$ cat config.mk
export PLATFORM = sky130hd
export DESIGN_NAME = alu_arbiter_flat
export DESIGN_NICKNAME = d
export VERILOG_FILES = /design/src/rtl/alu_arbiter_if.sv /design/src/rtl/alu_arbiter.sv /design/src/flat_wrapper.sv
export SDC_FILE = /design/constraint.sdc
export NUM_CORES = 1
export LEC_CHECK = 0
export CORE_UTILIZATION = 37
export DETAILED_ROUTE_END_ITERATION = 8
export GPL_TIMING_DRIVEN = 0
export PLACE_DENSITY = 0.78
export SLEW_MARGIN = 15
export SYNTH_ARGS = -nofsm -noshare
export SYNTH_HDL_FRONTEND = slang
export SYNTH_SLANG_ARGS = --single-unit
$ cat constraint.sdc
create_clock -name clk -period 1.9 [get_ports clk]
set_clock_uncertainty 0.2 [all_clocks]
set_input_delay 0.19 -clock clk [delete_from_list [all_inputs] [get_ports clk]]
set_output_delay 0.19 -clock clk [all_outputs]
set_load 0.03 [all_outputs]
$ cat src/rtl/alu_arbiter_if.sv
// Bus between the two ALU requesters, the shared ALU and alu_arbiter.
// slave is the arbiter's view; master is the requester/ALU side.
interface alu_arbiter_if #(
  parameter int WIDTH = 4,
  parameter int FW    = 4
);
  logic             req0;
  logic             req1;
  logic [FW-1:0]    op0;
  logic [FW-1:0]    op1;
  logic [WIDTH-1:0] a0;
  logic [WIDTH-1:0] b0;
  logic [WIDTH-1:0] a1;
  logic [WIDTH-1:0] b1;
  logic             ack0;
  logic             ack1;
  logic [WIDTH-1:0] res;
  logic             c_out;
  logic             z_out;
  logic             busy;
  logic             gnt;
  logic [WIDTH-1:0] alu_a;
  logic [WIDTH-1:0] alu_b;
  logic [FW-1:0]    alu_f;
  logic [WIDTH-1:0] alu_s;
  logic             alu_c;
  logic             alu_z;

  modport slave (
    input  req0, req1, op0, op1, a0, b0, a1, b1, alu_s, alu_c, alu_z,
    output ack0, ack1, res, c_out, z_out, busy, gnt, alu_a, alu_b, alu_f
  );

  modport master (
    output req0, req1, op0, op1, a0, b0, a1, b1, alu_s, alu_c, alu_z,
    input  ack0, ack1, res, c_out, z_out, busy, gnt, alu_a, alu_b, alu_f
  );
endinterface

$ cat src/rtl/alu_arbiter.sv
// Round-robin arbiter/sequencer for the shared combinational ALU: grant, issue
// from registers, capture result and flags, then pulse the winner's ack.
module alu_arbiter #(
  parameter int WIDTH = 4,
  parameter int FW    = 4
) (
  input  logic          clk,
  input  logic          reset_n,
  alu_arbiter_if.slave  bus,
  output logic [1:0]    dbgState
);

  // Handshake: a requester holds req high until its ack; ack is a one-cycle
  // pulse with res/c_out/z_out valid in that cycle, and req must drop then.
  typedef enum logic [1:0] {
    IDLE  = 2'd0,
    ISSUE = 2'd1,
    RESP  = 2'd2
  } stateT;

  stateT            state;
  stateT            stateNext;
  logic             last;
  logic             winner;
  logic             anyReq;
  logic             gntReg;
  logic             ack0Reg;
  logic             ack1Reg;
  logic             cReg;
  logic             zReg;
  logic [WIDTH-1:0] resReg;
  logic [WIDTH-1:0] aluAReg;
  logic [WIDTH-1:0] aluBReg;
  logic [FW-1:0]    aluFReg;

  always_comb begin
    stateNext = state;
    anyReq    = bus.req0 | bus.req1;
    // A tie goes to the index that did not win last; a lone requester always wins.
    winner    = (bus.req0 && bus.req1) ? ~last : bus.req1;
    case (state)
      IDLE:    if (anyReq) stateNext = ISSUE;
      ISSUE:   stateNext = RESP;
      RESP:    stateNext = IDLE;
      default: stateNext = IDLE;
    endcase
  end

  always_ff @(posedge clk) begin
    if (!reset_n) begin
      state   <= IDLE;
      last    <= 1'b1;
      gntReg  <= 1'b0;
      ack0Reg <= 1'b0;
      ack1Reg <= 1'b0;
      resReg  <= '0;
      cReg    <= 1'b0;
      zReg    <= 1'b0;
      aluAReg <= '0;
      aluBReg <= '0;
      aluFReg <= '0;
    end else begin
      state   <= stateNext;
      ack0Reg <= 1'b0;
      ack1Reg <= 1'b0;
      case (state)
        IDLE: begin
          if (anyReq) begin
            gntReg  <= winner;
            last    <= winner;
            aluFReg <= winner ? bus.op1 : bus.op0;
            aluAReg <= winner ? bus.a1  : bus.a0;
            aluBReg <= winner ? bus.b1  : bus.b0;
          end
        end
        ISSUE: begin
          // The ALU has had the whole ISSUE cycle to settle from aluA/B/F.
          resReg  <= bus.alu_s;
          cReg    <= bus.alu_c;
          zReg    <= bus.alu_z;
          ack0Reg <= ~gntReg;
          ack1Reg <= gntReg;
        end
        default: ;
      endcase
    end
  end

  assign bus.ack0  = ack0Reg;
  assign bus.ack1  = ack1Reg;
  assign bus.res   = resReg;
  assign bus.c_out = cReg;
  assign bus.z_out = zReg;
  assign bus.busy  = (state != IDLE);
  assign bus.gnt   = gntReg;
  assign bus.alu_a = aluAReg;
  assign bus.alu_b = aluBReg;
  assign bus.alu_f = aluFReg;
  assign dbgState  = state;

endmodule

$ cat src/flat_wrapper.sv
// flat-port wrapper written by rule: the top's interface ports become plain ports
module alu_arbiter_flat 
#(
  parameter int WIDTH = 4,
  parameter int FW    = 4
)
  (clk, reset_n, dbgState, bus_req0, bus_req1, bus_op0, bus_op1, bus_a0, bus_b0, bus_a1, bus_b1, bus_alu_s, bus_alu_c, bus_alu_z, bus_ack0, bus_ack1, bus_res, bus_c_out, bus_z_out, bus_busy, bus_gnt, bus_alu_a, bus_alu_b, bus_alu_f);
  alu_arbiter_if #(.WIDTH(WIDTH), .FW(FW)) bus_i ();
  input  logic clk;
  input  logic reset_n;
  output logic [1:0] dbgState;
  input wire logic [$bits(bus_i.req0)-1:0] bus_req0;
  input wire logic [$bits(bus_i.req1)-1:0] bus_req1;
  input wire logic [$bits(bus_i.op0)-1:0] bus_op0;
  input wire logic [$bits(bus_i.op1)-1:0] bus_op1;
  input wire logic [$bits(bus_i.a0)-1:0] bus_a0;
  input wire logic [$bits(bus_i.b0)-1:0] bus_b0;
  input wire logic [$bits(bus_i.a1)-1:0] bus_a1;
  input wire logic [$bits(bus_i.b1)-1:0] bus_b1;
  input wire logic [$bits(bus_i.alu_s)-1:0] bus_alu_s;
  input wire logic [$bits(bus_i.alu_c)-1:0] bus_alu_c;
  input wire logic [$bits(bus_i.alu_z)-1:0] bus_alu_z;
  output wire logic [$bits(bus_i.ack0)-1:0] bus_ack0;
  output wire logic [$bits(bus_i.ack1)-1:0] bus_ack1;
  output wire logic [$bits(bus_i.res)-1:0] bus_res;
  output wire logic [$bits(bus_i.c_out)-1:0] bus_c_out;
  output wire logic [$bits(bus_i.z_out)-1:0] bus_z_out;
  output wire logic [$bits(bus_i.busy)-1:0] bus_busy;
  output wire logic [$bits(bus_i.gnt)-1:0] bus_gnt;
  output wire logic [$bits(bus_i.alu_a)-1:0] bus_alu_a;
  output wire logic [$bits(bus_i.alu_b)-1:0] bus_alu_b;
  output wire logic [$bits(bus_i.alu_f)-1:0] bus_alu_f;
  assign bus_i.req0 = bus_req0;
  assign bus_i.req1 = bus_req1;
  assign bus_i.op0 = bus_op0;
  assign bus_i.op1 = bus_op1;
  assign bus_i.a0 = bus_a0;
  assign bus_i.b0 = bus_b0;
  assign bus_i.a1 = bus_a1;
  assign bus_i.b1 = bus_b1;
  assign bus_i.alu_s = bus_alu_s;
  assign bus_i.alu_c = bus_alu_c;
  assign bus_i.alu_z = bus_alu_z;
  assign bus_ack0 = bus_i.ack0;
  assign bus_ack1 = bus_i.ack1;
  assign bus_res = bus_i.res;
  assign bus_c_out = bus_i.c_out;
  assign bus_z_out = bus_i.z_out;
  assign bus_busy = bus_i.busy;
  assign bus_gnt = bus_i.gnt;
  assign bus_alu_a = bus_i.alu_a;
  assign bus_alu_b = bus_i.alu_b;
  assign bus_alu_f = bus_i.alu_f;
  alu_arbiter #(.WIDTH(WIDTH), .FW(FW)) u_core (.clk(clk), .reset_n(reset_n), .bus(bus_i), .dbgState(dbgState));
endmodule
==> results of run 1 <==
state kept, by name, summed over array words and instances (netlist names):
| name | count |
|---|---|
| u_core.bus.ack1 | 1 |
| u_core.last | 1 |
| u_core.bus.alu_f | 4 |
| u_core.dbgState | 2 |
| u_core.bus.alu_a | 4 |
| u_core.bus.res | 4 |
| u_core.bus.z_out | 1 |
| u_core.bus.alu_b | 4 |
| u_core.bus.ack0 | 1 |
| u_core.bus.gnt | 1 |
| u_core.bus.c_out | 1 |
metrics by stage:
| step | instance area, um^2 | setup WS (ps) | util (%) | hold WS [ps] |
|---|---|---|---|---|
| final | 1713 | 45.97 | 66.72 | 193.9 |
| after floorplan | 1039 | 379.7 | - | 66.23 |
| after detailed placement | 1647 | -89.80 | 64.13 | 256.9 |
| after CTS | 1713 | 41.08 | 66.72 | 206.9 |
| after global placement | 1647 | -70.26 | 64.13 | 241.3 |
| after global routing | 1713 | 3.235 | 66.72 | 218.5 |
cells by family (layout without fill, tap and decap cells):
kind of cell	Yosys count	after routing	synth area share [%]
simple gates	47	47	19.28
compound gates	36	36	29.28
flops	24	24	46.26
buf+inv	11	73	5.181
layout make-up:
class / instances / area (um^2)
buffer: 9 / 48.80
inverter: 2 / 7.507
clock buffer: 3 / 22.52
clock inverter: 1 / 30.03
multi-input combinational: 83 / 509.2
sequential: 24 / 480.5
timing repair buffer: 58 / 576.8
fill: 230 / 854.6
tap: 30 / 37.54
layer usage:
layer / GRT usage [%] / vias up / share of wire, % / wire length, um
met5: 0 / - / 0 / 0
met2: 36.14 / 54 / 50 / 1385
met3: 3.825 / 2 / 8.8 / 246
met1: 21.32 / 496 / 41 / 1146
li1: - / 535 / - / -
met4: 5.000 / 0 / 0.18 / 5
power groups by stage:
stage / clock [uW] / combinational, uW / sequential, uW
final: 372 / 441 / 579
after global routing: 397 / 471 / 584
after CTS: 373 / 444 / 579
after detailed placement: 0 / 438 / 588
after global placement: 0 / 430 / 587
after floorplan: 0 / 159 / 673
what timing repair did:
| item | CTS | global route |
|---|---|---|
| endpoints found under the setup margin | 1 | 0 |
| gates resized for setup | 3 | 0 |
| buffers inserted | 1 | 0 |
synth_stat cells:
master / instances
o21ai_0: 1
clkbuf_1: 4
a311oi_1: 2
and3_1: 3
nor3_1: 1
a21bo_2: 2
a21boi_2: 1
nand2b_1: 1
buf_2: 4
a21oi_1: 20
nor2_2: 1
inv_1: 2
nand2_1: 37
nor2b_1: 1
buf_6: 1
or2_0: 1
nor2_1: 1
a311oi_2: 10
and2_4: 1
dfxtp_1: 24
worst max-delay path by stage:
stage	from	endpoint	slack, ps	depth (start not counted)
floorplan	u_core.dbgState[0]$_SDFFE_PN0P_	u_core.bus.alu_a[3]$_SDFFE_PN0P_	380	4
global placement	u_core.dbgState[0]$_SDFFE_PN0P_	bus_busy	-70	4
CTS	u_core.dbgState[0]$_SDFFE_PN0P_	dbgState[0]	40	1
detailed placement	u_core.dbgState[0]$_SDFFE_PN0P_	bus_busy	-90	4
finish	u_core.dbgState[0]$_SDFFE_PN0P_	dbgState[0]	50	1
global route	u_core.dbgState[1]$_SDFFE_PN0P_	dbgState[1]	3	1
==> summary.md, run 1 <==
| Metric | Value |
|---|---|
| Min-delay worst type | `in2reg` |
| End of the worst hold path | `u_core.bus.res[1]$_SDFFE_PN0N_` |
| Min-Delay Startpoint | `bus_alu_s[1]` |
| Iter 0 DRT Violations | `15` |
| Largest net degree at the start of global routing | `15` |
| Critical path arrival | `1460 ps` |
| Crit-path max FO | `4` |
| Worst Max-Slew Pin Slew | `657.5 ps` |
| Comb pwr share | `31.7%` |
| Final Power | `1392 uW` |
| Sequential fraction of the synthesis area | `46.27%` |
| Global-route wire length before repair | `4146 um` |
| Slew margin rel. | `56.17%` |
| P&R area growth vs syn | `64.94%` |
| DR WL/cell | `13.25 um` |
| Die Area | `3023 um^2` |
| Detailed Routing Iterations Pass 1 | `4` |
| Fraction of layout cells with a size suffix above 1 | `13.89%` |
| Std cell rows | `18` |
| Clk_lat worst skew | `320 ps` |
| Distinct cell type count after synthesis | `20` |
| Max incr delay on CP | `710 ps` |
| Run status | `finished clean` |
| Grt total ovfl | `0` |
| Vias in the first global route | `1032` |
| Flops & latches, synth | `24` |
| PortBufs | `57` |
| Maximum clock frequency | `539.4 MHz` |
| Startpoint types | `register` |
| Min cycle time layout | `1854 ps` |
| Post-DP HPWL | `2136 um` |
| Switching part of the total | `30.01%` |
| H-tree levels | `1` |
| Core Region | `2567 um^2` |
| Routed vias/inst | `5.176` |
| Max Root-Sink Buffers | `2` |
| # clock sinks | `24` |
| Syn Nets | `152` |
| Synth Instances | `118` |
| RSZ-0062 raised after global routing | `false` |
| Gr usage total | `19.07%` |
| Share of the synthesized area in the top cell type | `46.27%` |
| Leakage power | `0.0006507 uW` |
| Placed cells | `205` |
| Synth area leaders | `dfxtp_1, a311oi_2, nand2_1` |
| Final GP Congestion | `0.7130` |
| Via count | `1087` |
| Root buffer cell | `clkbuf_4` |
| CP Data Required Time | `1510 ps` |
| Clock share of power | `26.7%` |
| YS warnings | `0` |
| Slew Limit Fails | `0` |
| Hold-fix buffers at CTS | `0` |
| Crit end category | `primary output` |
| Switching power | `417.9 uW` |
| Slowest-stage cell, CP | `clkdlybuf4s50_1` |
| Commonest non-fill, non-tap cells in the layout | `clkdlybuf4s50_1, nand2_1, dfxtp_1` |
| Io pins | `58` |
| TritonCTS Buffers | `3` |
| Delay-heaviest family, CP | `buffers and inverters` |
| Die Ht | `54.98 um` |
| Leading area contributor after synthesis | `dfxtp_1` |
| Finished Layout Cells | `210` |
| WP buf/inv | `1` |
| Final wirelength | `2783 um` |
| Tcrit/Tclk final | `97.58%` |
| Initial antenna violation count | `0` |
| # DRC | `0` |
| Die width | `54.98 um` |
| Path depth of the worst reg2reg path | `4` |
| Mapped cell area | `1038 um^2` |
| FF-to-FF End | `u_core.bus.alu_f[1]$_SDFFE_PN0P_` |
| Reg2reg setup slack | `300 ps` |
| Peak supply drop | `515.5 uV` |
| Clock-pin slew on the worst setup and hold paths | `140 ps` |
| Worst R2R Start | `u_core.last$_SDFFE_PN1P_` |
| Final setup vio count | `0` |
| Antenna Cells | `0` |
| Initial cell density of the core | `40.45%` |
| Final nets | `215` |
| Worst path cell trace | `clkdlybuf4s50_1` |
| Most common cell after layout, fill and taps aside | `clkdlybuf4s50_1` |
| Final hold violation count | `0` |
| Register share of total power | `41.6%` |
| Post-DRT Antenna Nets | `0` |
| Power per cell area | `812.9 nW/um^2` |
| Internal Power | `974.6 uW` |
| Setup TNS | `0 ps` |
| CTS tree | `built` |
| Hold path depth | `3` |
| Avg Synthesized Cell Area | `8.801 um^2` |
| # Max-Cap Violations | `0` |
| Crit path kind | `reg2out` |
(Power assumes the default switching activity.)
==> run 2, diff against run 1 <==
- CORE_UTILIZATION: 37 -> 34
- PLACE_DENSITY: 0.78 -> 0.75
- SLEW_MARGIN: 15 -> not set
- clock period: 1.9 -> 1.7 ns (I/O delays scaled with it)
==> run 2 against run 1 <==
Net effect:
- die area rose by 8.5%
- the run now ends with DRC left
- flip-flop and latch count did not move
- global-route usage fell by 2.2 points
- via count fell by 4.8%
- combinational power rose by 4.8%
==> summary.md, run 2 (synthesized netlist as in run 1, its figures left out) <==
| Metric | Value |
|---|---|
| Core Region | `2829 um^2 (+10%)` |
| Crit path kind | `reg2out` |
| Maximum clock frequency | `608.5 MHz` |
| Worst Max-Slew Pin Slew | `645.4 ps (-12.08 ps)` |
| Root buffer cell | `clkbuf_4` |
| Final nets | `215 (unchanged)` |
| FF-to-FF End | `u_core.bus.alu_f[0]$_SDFFE_PN0P_` |
| Initial antenna violation count | `0 (unchanged)` |
| Place WS | `-262.0 ps (-172.2 ps)` |
| Hold-fix buffers at CTS | `0 (unchanged)` |
| Hold path depth | `3 (unchanged)` |
| Run status | `complete, but fails checks` |
| Routed vias/inst | `4.905 (-5.2%)` |
| Setup TNS | `0 ps (unchanged)` |
| Met1 WL | `1136 um (-0.87%)` |
| Fraction of layout cells with a size suffix above 1 | `15.56% (+1.7 points)` |
| Slew margin rel. | `56.97% (+0.81 points)` |
| End of the worst hold path | `u_core.bus.z_out$_SDFFE_PN0N_` |
| PortBufs | `57 (unchanged)` |
| DR WL/cell | `12.75 um (-3.8%)` |
| DR WL met3 | `269 um (+9.3%)` |
| CTS tree | `built` |
| RSZ-0062 raised after global routing | `true` |
| # Max-Cap Violations | `0 (unchanged)` |
| Min-delay worst type | `in2reg` |
| TritonCTS Buffers | `3 (unchanged)` |
| Worst R2R Start | `u_core.last$_SDFFE_PN1P_` |
| Global-route wire length before repair | `4305 um (+3.8%)` |
| Crit-path max FO | `10 (+6)` |
| H-tree levels | `1 (unchanged)` |
| Post-Route Utilization | `59.58% (-7.1 points)` |
| Finished Layout Cells | `211 (+0.48%)` |
| Final setup vio count | `0 (unchanged)` |
| Die Area | `3279 um^2 (+8.5%)` |
| Commonest non-fill, non-tap cells in the layout | `nand2_1, clkdlybuf4s50_1, dfxtp_1` |
| Failing checks | `DRC` |
| Slew Limit Fails | `0 (unchanged)` |
| Gr usage total | `16.83% (-2.2 points)` |
| Worst Slack Setup Final | `56.53 ps (+10.56 ps)` |
| Fillers | `269 (+17%)` |
| Grt total ovfl | `0 (unchanged)` |
| Final wirelength | `2691 um (-3.3%)` |
| Min-Delay Startpoint | `bus_alu_z` |
| Most common cell after layout, fill and taps aside | `nand2_1` |
| Leakage power | `0.0007559 uW (+16%)` |
| Via count | `1035 (-4.8%)` |
| Peak supply drop | `359.3 uV (-30%)` |
| Hold Slack | `186.0 ps (-7.932 ps)` |
| Post-DP HPWL | `2026 um (-5.2%)` |
| Std cell rows | `19 (+1)` |
| Io pins | `58 (unchanged)` |
| Reg2reg setup slack | `90 ps (-210 ps)` |
| # DRC | `5 (+5)` |
| Largest net degree at the start of global routing | `14 (-1)` |
| Power per cell area | `837.7 nW/um^2 (+3.0%)` |
| Placed cells | `206 (+0.49%)` |
| Iter 0 DRT Violations | `41 (+26)` |
| Metal2 WL | `1275 um (-7.9%)` |
| Startpoint types | `register` |
| Clk_lat worst skew | `320 ps (about the same)` |
| Detailed Routing Iterations Pass 1 | `6 (+2)` |
| Post-DRT Antenna Nets | `0 (unchanged)` |
| Antenna Cells | `0 (unchanged)` |
| Vias in the first global route | `1007 (-2.4%)` |
| Max Root-Sink Buffers | `2 (unchanged)` |
| Min cycle time layout | `1643 ps` |
| Crit end category | `primary output` |
| Clock-pin slew on the worst setup and hold paths | `130 ps (about the same)` |
| CP Data Required Time | `1330 ps (-180 ps)` |
| Critical path arrival | `1270 ps (-190 ps)` |
| Tcrit/Tclk final | `96.67%` |
| Top layer reached by signal wires | `met4` |
| Final GP Congestion | `0.7516 (+5.4%)` |
| # clock sinks | `24 (unchanged)` |
| Initial cell density of the core | `36.71% (-3.7 points)` |
| Path depth of the worst reg2reg path | `4 (unchanged)` |
| Die width | `57.27 um (+4.2%)` |
| Final hold violation count | `0 (unchanged)` |
| P&R area growth vs syn | `62.29%` |
| Die Ht | `57.27 um (+4.2%)` |
run 2: cell types whose count changed in the layout (fill, tap and decap cells not counted), moves of 2 or more:
| cell | delta |
|---|---|
| dlygate4sd2_1 | +20 |
| dlymetal6s2s_1 | +2 |
| dfxtp_1 | -2 |
| dfxtp_2 | +2 |
| clkdlybuf4s50_1 | -23 |
run 2: worst max-delay path, cell delays in order, from the launching register on:
cell and delay, ps:
dfxtp_2 370, nor2_4 130, buf_6 150, inv_1 40, clkdlybuf4s15_2 270
run 2: metrics by stage:
step	cell area (um^2)	total power, uW
floorplan	1039	928.9
CTS	1675	1418
global placement	1648	1138
global route	1685	1480
detailed placement	1648	1145
finish	1685	1412
run 2: how the worst max path moves through the flow:
stage	depth (start not counted)	startpoint	endpoint
2_1_floorplan	4	u_core.dbgState[0]$_SDFFE_PN0P_	u_core.bus.alu_a[3]$_SDFFE_PN0P_
3_5_place_dp	4	u_core.dbgState[0]$_SDFFE_PN0P_	bus_busy
5_1_grt	4	u_core.dbgState[1]$_SDFFE_PN0P_	bus_busy
6_report	4	u_core.dbgState[1]$_SDFFE_PN0P_	bus_busy
3_3_place_gp	4	u_core.dbgState[0]$_SDFFE_PN0P_	bus_busy
4_1_cts	1	u_core.bus.ack0$_SDFF_PN0_	bus_ack0
run 2: area by class of cell:
| cell class | instances | area, um^2 | share of cell area, % |
|---|---|---|---|
| timing repair buffer | 58 | 558.0 | 33.11 |
| multi-input combinational | 83 | 509.2 | 30.22 |
| sequential | 24 | 483.0 | 28.66 |
| buffer | 9 | 52.55 | 3.118 |
| tap | 31 | 38.79 | 2.301 |
| clock buffer | 4 | 36.28 | 2.153 |
| inverter | 2 | 7.507 | 0.4454 |
run 2: repair_timing:
action                                 CTS  global route
endpoints found under the hold margin    0             0
pin swaps                                1             0
gates resized for setup                 27             4
setup buffers                            1             0
setup endpoints to repair               22             3
run 2: metal layers:
metal / vias to the layer above / track usage [%]
li1: 533 / -
met1: 454 / 18.44
met2: 46 / 31.26
met3: 2 / 5.442
met4: 0 / 4.181
met5: - / 0
run 2: power by group:
part | leakage, uW | switching [uW] | internal (uW)
sequential | 0.000199 | 29.2 | 615
combinational | 0.000536 | 256 | 206
clock | 0.0000210 | 174 | 131
==> run 3, diff against run 2 <==
- CORE_ASPECT_RATIO: not set -> 1.4
==> run 3 against run 2 <==
Net effect:
- the run now ends clean
- highest routed layer unchanged
- total power increased by 7.4%
- clock power rose by 27%
- design area up 1.9%
- worst setup slack got worse by 25 ps
- global-route usage is 1.5 points higher
- die area is 0.10% higher
- via count increased by 1.9%
- critical endpoint is now bus_alu_b[2]
- wire length up 1.9%
- largest cell class unchanged
- count of clock-buffer cells in the layout unchanged
- sequential share of layout area is 0.67 points lower
- maximum frequency down 1.5%
- sequential power about the same
==> summary.md, run 3 (synthesized netlist as in run 1, its figures left out) <==
| Metric | Value |
|---|---|
| CP Data Required Time | `1330 ps (about the same)` |
| Routed vias/inst | `4.884 (-0.43%)` |
| Commonest non-fill, non-tap cells in the layout | `clkdlybuf4s50_1, nand2_1, dfxtp_1` |
| Peak supply drop | `498.1 uV (+39%)` |
| Crit end category | `primary output` |
| Final nets | `214 (-0.47%)` |
| Std cell rows | `23 (+4)` |
| Die width | `48.71 um (-15%)` |
| Slew Limit Fails | `0 (unchanged)` |
| Max Root-Sink Buffers | `2 (unchanged)` |
| Max incr delay on CP | `670 ps (+300 ps)` |
| Antenna Cells | `0 (unchanged)` |
| # clock sinks | `24 (unchanged)` |
| CTS tree | `built` |
| Final GP Congestion | `0.7583 (+0.89%)` |
| Tcrit/Tclk final | `98.15% (+1.5 points)` |
| # DRC | `0 (-5)` |
| Power per cell area | `883.4 nW/um^2 (+5.5%)` |
| Min cycle time layout | `1669 ps (+25.04 ps)` |
| TritonCTS Buffers | `3 (unchanged)` |
| Clk_lat worst skew | `260 ps (-60 ps)` |
| Crit-path max FO | `2 (-8)` |
| Detailed Routing Iterations Pass 1 | `3 (-3)` |
| Final wirelength | `2741 um (+1.9%)` |
| Initial antenna violation count | `0 (unchanged)` |
| PortBufs | `57 (unchanged)` |
| Final hold violation count | `0 (unchanged)` |
| Crit path kind | `reg2out` |
| Largest net degree at the start of global routing | `14 (unchanged)` |
| Io pins | `58 (unchanged)` |
| Min-delay worst type | `in2reg` |
| Slowest-stage cell, CP | `clkdlybuf4s50_1` |
| Slew margin rel. | `56.74% (-0.23 points)` |
| Hold Slack | `251.9 ps (+65.90 ps)` |
| RSZ-0062 raised after global routing | `false` |
| Hold-fix buffers at CTS | `0 (unchanged)` |
| Worst path cell trace | `clkdlybuf4s50_1` |
| Final setup vio count | `0 (unchanged)` |
| Global-route wire length before repair | `4547 um (+5.6%)` |
| Grt total ovfl | `0 (unchanged)` |
| Run status | `finished clean` |
| Placed Area | `1655 um^2 (+0.46%)` |
| P&R area growth vs syn | `65.30%` |
| Die Ht | `67.39 um (+18%)` |
| DR WL/cell | `12.69 um (-0.50%)` |
| Worst Max-Slew Pin Slew | `648.9 ps (+3.434 ps)` |
| Critical path arrival | `1300 ps (+30 ps)` |
| Post-DP HPWL | `2102 um (+3.8%)` |
| Vias in the first global route | `1022 (+1.5%)` |
| Core Region | `2878 um^2 (+1.7%)` |
| # Max-Cap Violations | `0 (unchanged)` |
| Most common cell after layout, fill and taps aside | `clkdlybuf4s50_1` |
| Via count | `1055 (+1.9%)` |
| Fillers | `268 (-0.37%)` |
| Root buffer cell | `clkbuf_8` |
| Iter 0 DRT Violations | `30 (-27%)` |
| Leakage power | `0.0006919 uW (-8.5%)` |
| Sequential Area | `480.5 um^2 (-0.52%)` |
| H-tree levels | `1 (unchanged)` |
| Fin area | `1717 um^2 (+1.9%)` |
| Clock-pin slew on the worst setup and hold paths | `80 ps (-50 ps)` |
| Gr usage total | `18.34% (+1.5 points)` |
| Die Area | `3283 um^2 (+0.10%)` |
| Multi-input gate area | `509.2 um^2 (unchanged)` |
| Delay-heaviest family, CP | `buffers and inverters` |
| Startpoint types | `register` |
| Maximum clock frequency | `599.3 MHz (-1.5%)` |
| Fraction of layout cells with a size suffix above 1 | `14.53% (-1.0 points)` |
| Post-DRT Antenna Nets | `0 (unchanged)` |
| Initial cell density of the core | `36.09% (-0.62 points)` |
| WP buf/inv | `1 (-2)` |
==> run 3: worst paths after layout <==
check / endpoint / depth (start not counted) / startpoint / slack, ps
worst min-delay path: u_core.bus.res[0]$_SDFFE_PN0N_ / 3 / bus_alu_s[0] / 250
worst max-delay path: bus_alu_b[2] / 1 / u_core.bus.alu_b[2]$_SDFFE_PN0P_ / 30
worst max register to register: u_core.bus.alu_a[3]$_SDFFE_PN0P_ / 4 / u_core.last$_SDFFE_PN1P_ / 230
worst min register to register: u_core.bus.res[2]$_SDFFE_PN0N_ / 2 / u_core.bus.res[2]$_SDFFE_PN0N_ / 260
==> run 3: stage by stage <==
step	TNS [ps]	power (uW)	instances	setup slack, ps	util [%]
4_1_cts	0	1530	217	19.88	59.78
5_1_grt	0	1592	216	0.09748	59.65
3_5_place_dp	-2313	1147	212	-255.2	57.52
3_3_place_gp	-1718	1136	212	-249.5	57.52
2_1_floorplan	0	928.9	118	179.7	-
6_report	0	1517	216	31.49	59.65
==> run 3: final cells by class <==
type / count / area share [%]
Tap cell: 37 / 2.697
Multi-Input combinational cell: 83 / 29.66
Clock buffer: 4 / 3.207
Inverter: 2 / 0.4373
Sequential cell: 24 / 27.99
Timing Repair Buffer: 58 / 33.38
Buffer: 8 / 2.624
==> run 3: worst register-to-register path: stages, from the launching register on <==
cell      delay [ps]
dfxtp_1          350
a21boi_2         220
buf_2            260
nand2_1          100
a311oi_2         270
==> run 3: timing repair <==
item | 4_1_cts | 5_1_grt
pin swaps | 1 | 0
setup buffers | 1 | 0
endpoints found under the setup margin | 5 | 11
resized for setup | 8 | 3
cloned | 0 | 0
==> run 3: power breakdown <==
part           switching (uW)  leakage [uW]  internal (uW)
Clock                     179     0.0000288            207
Combinational             255      0.000465            228
Sequential               32.4      0.000198            614
==> run 3: per-layer routing <==
layer  track usage, %  vias up  part of all wire, %
met4            8.824        0                  1.4
met2            34.55       38                   55
met1            19.97      481                   40
met5                0        -                    0
li1                 -      532                    -
met3            2.928        4                  4.1
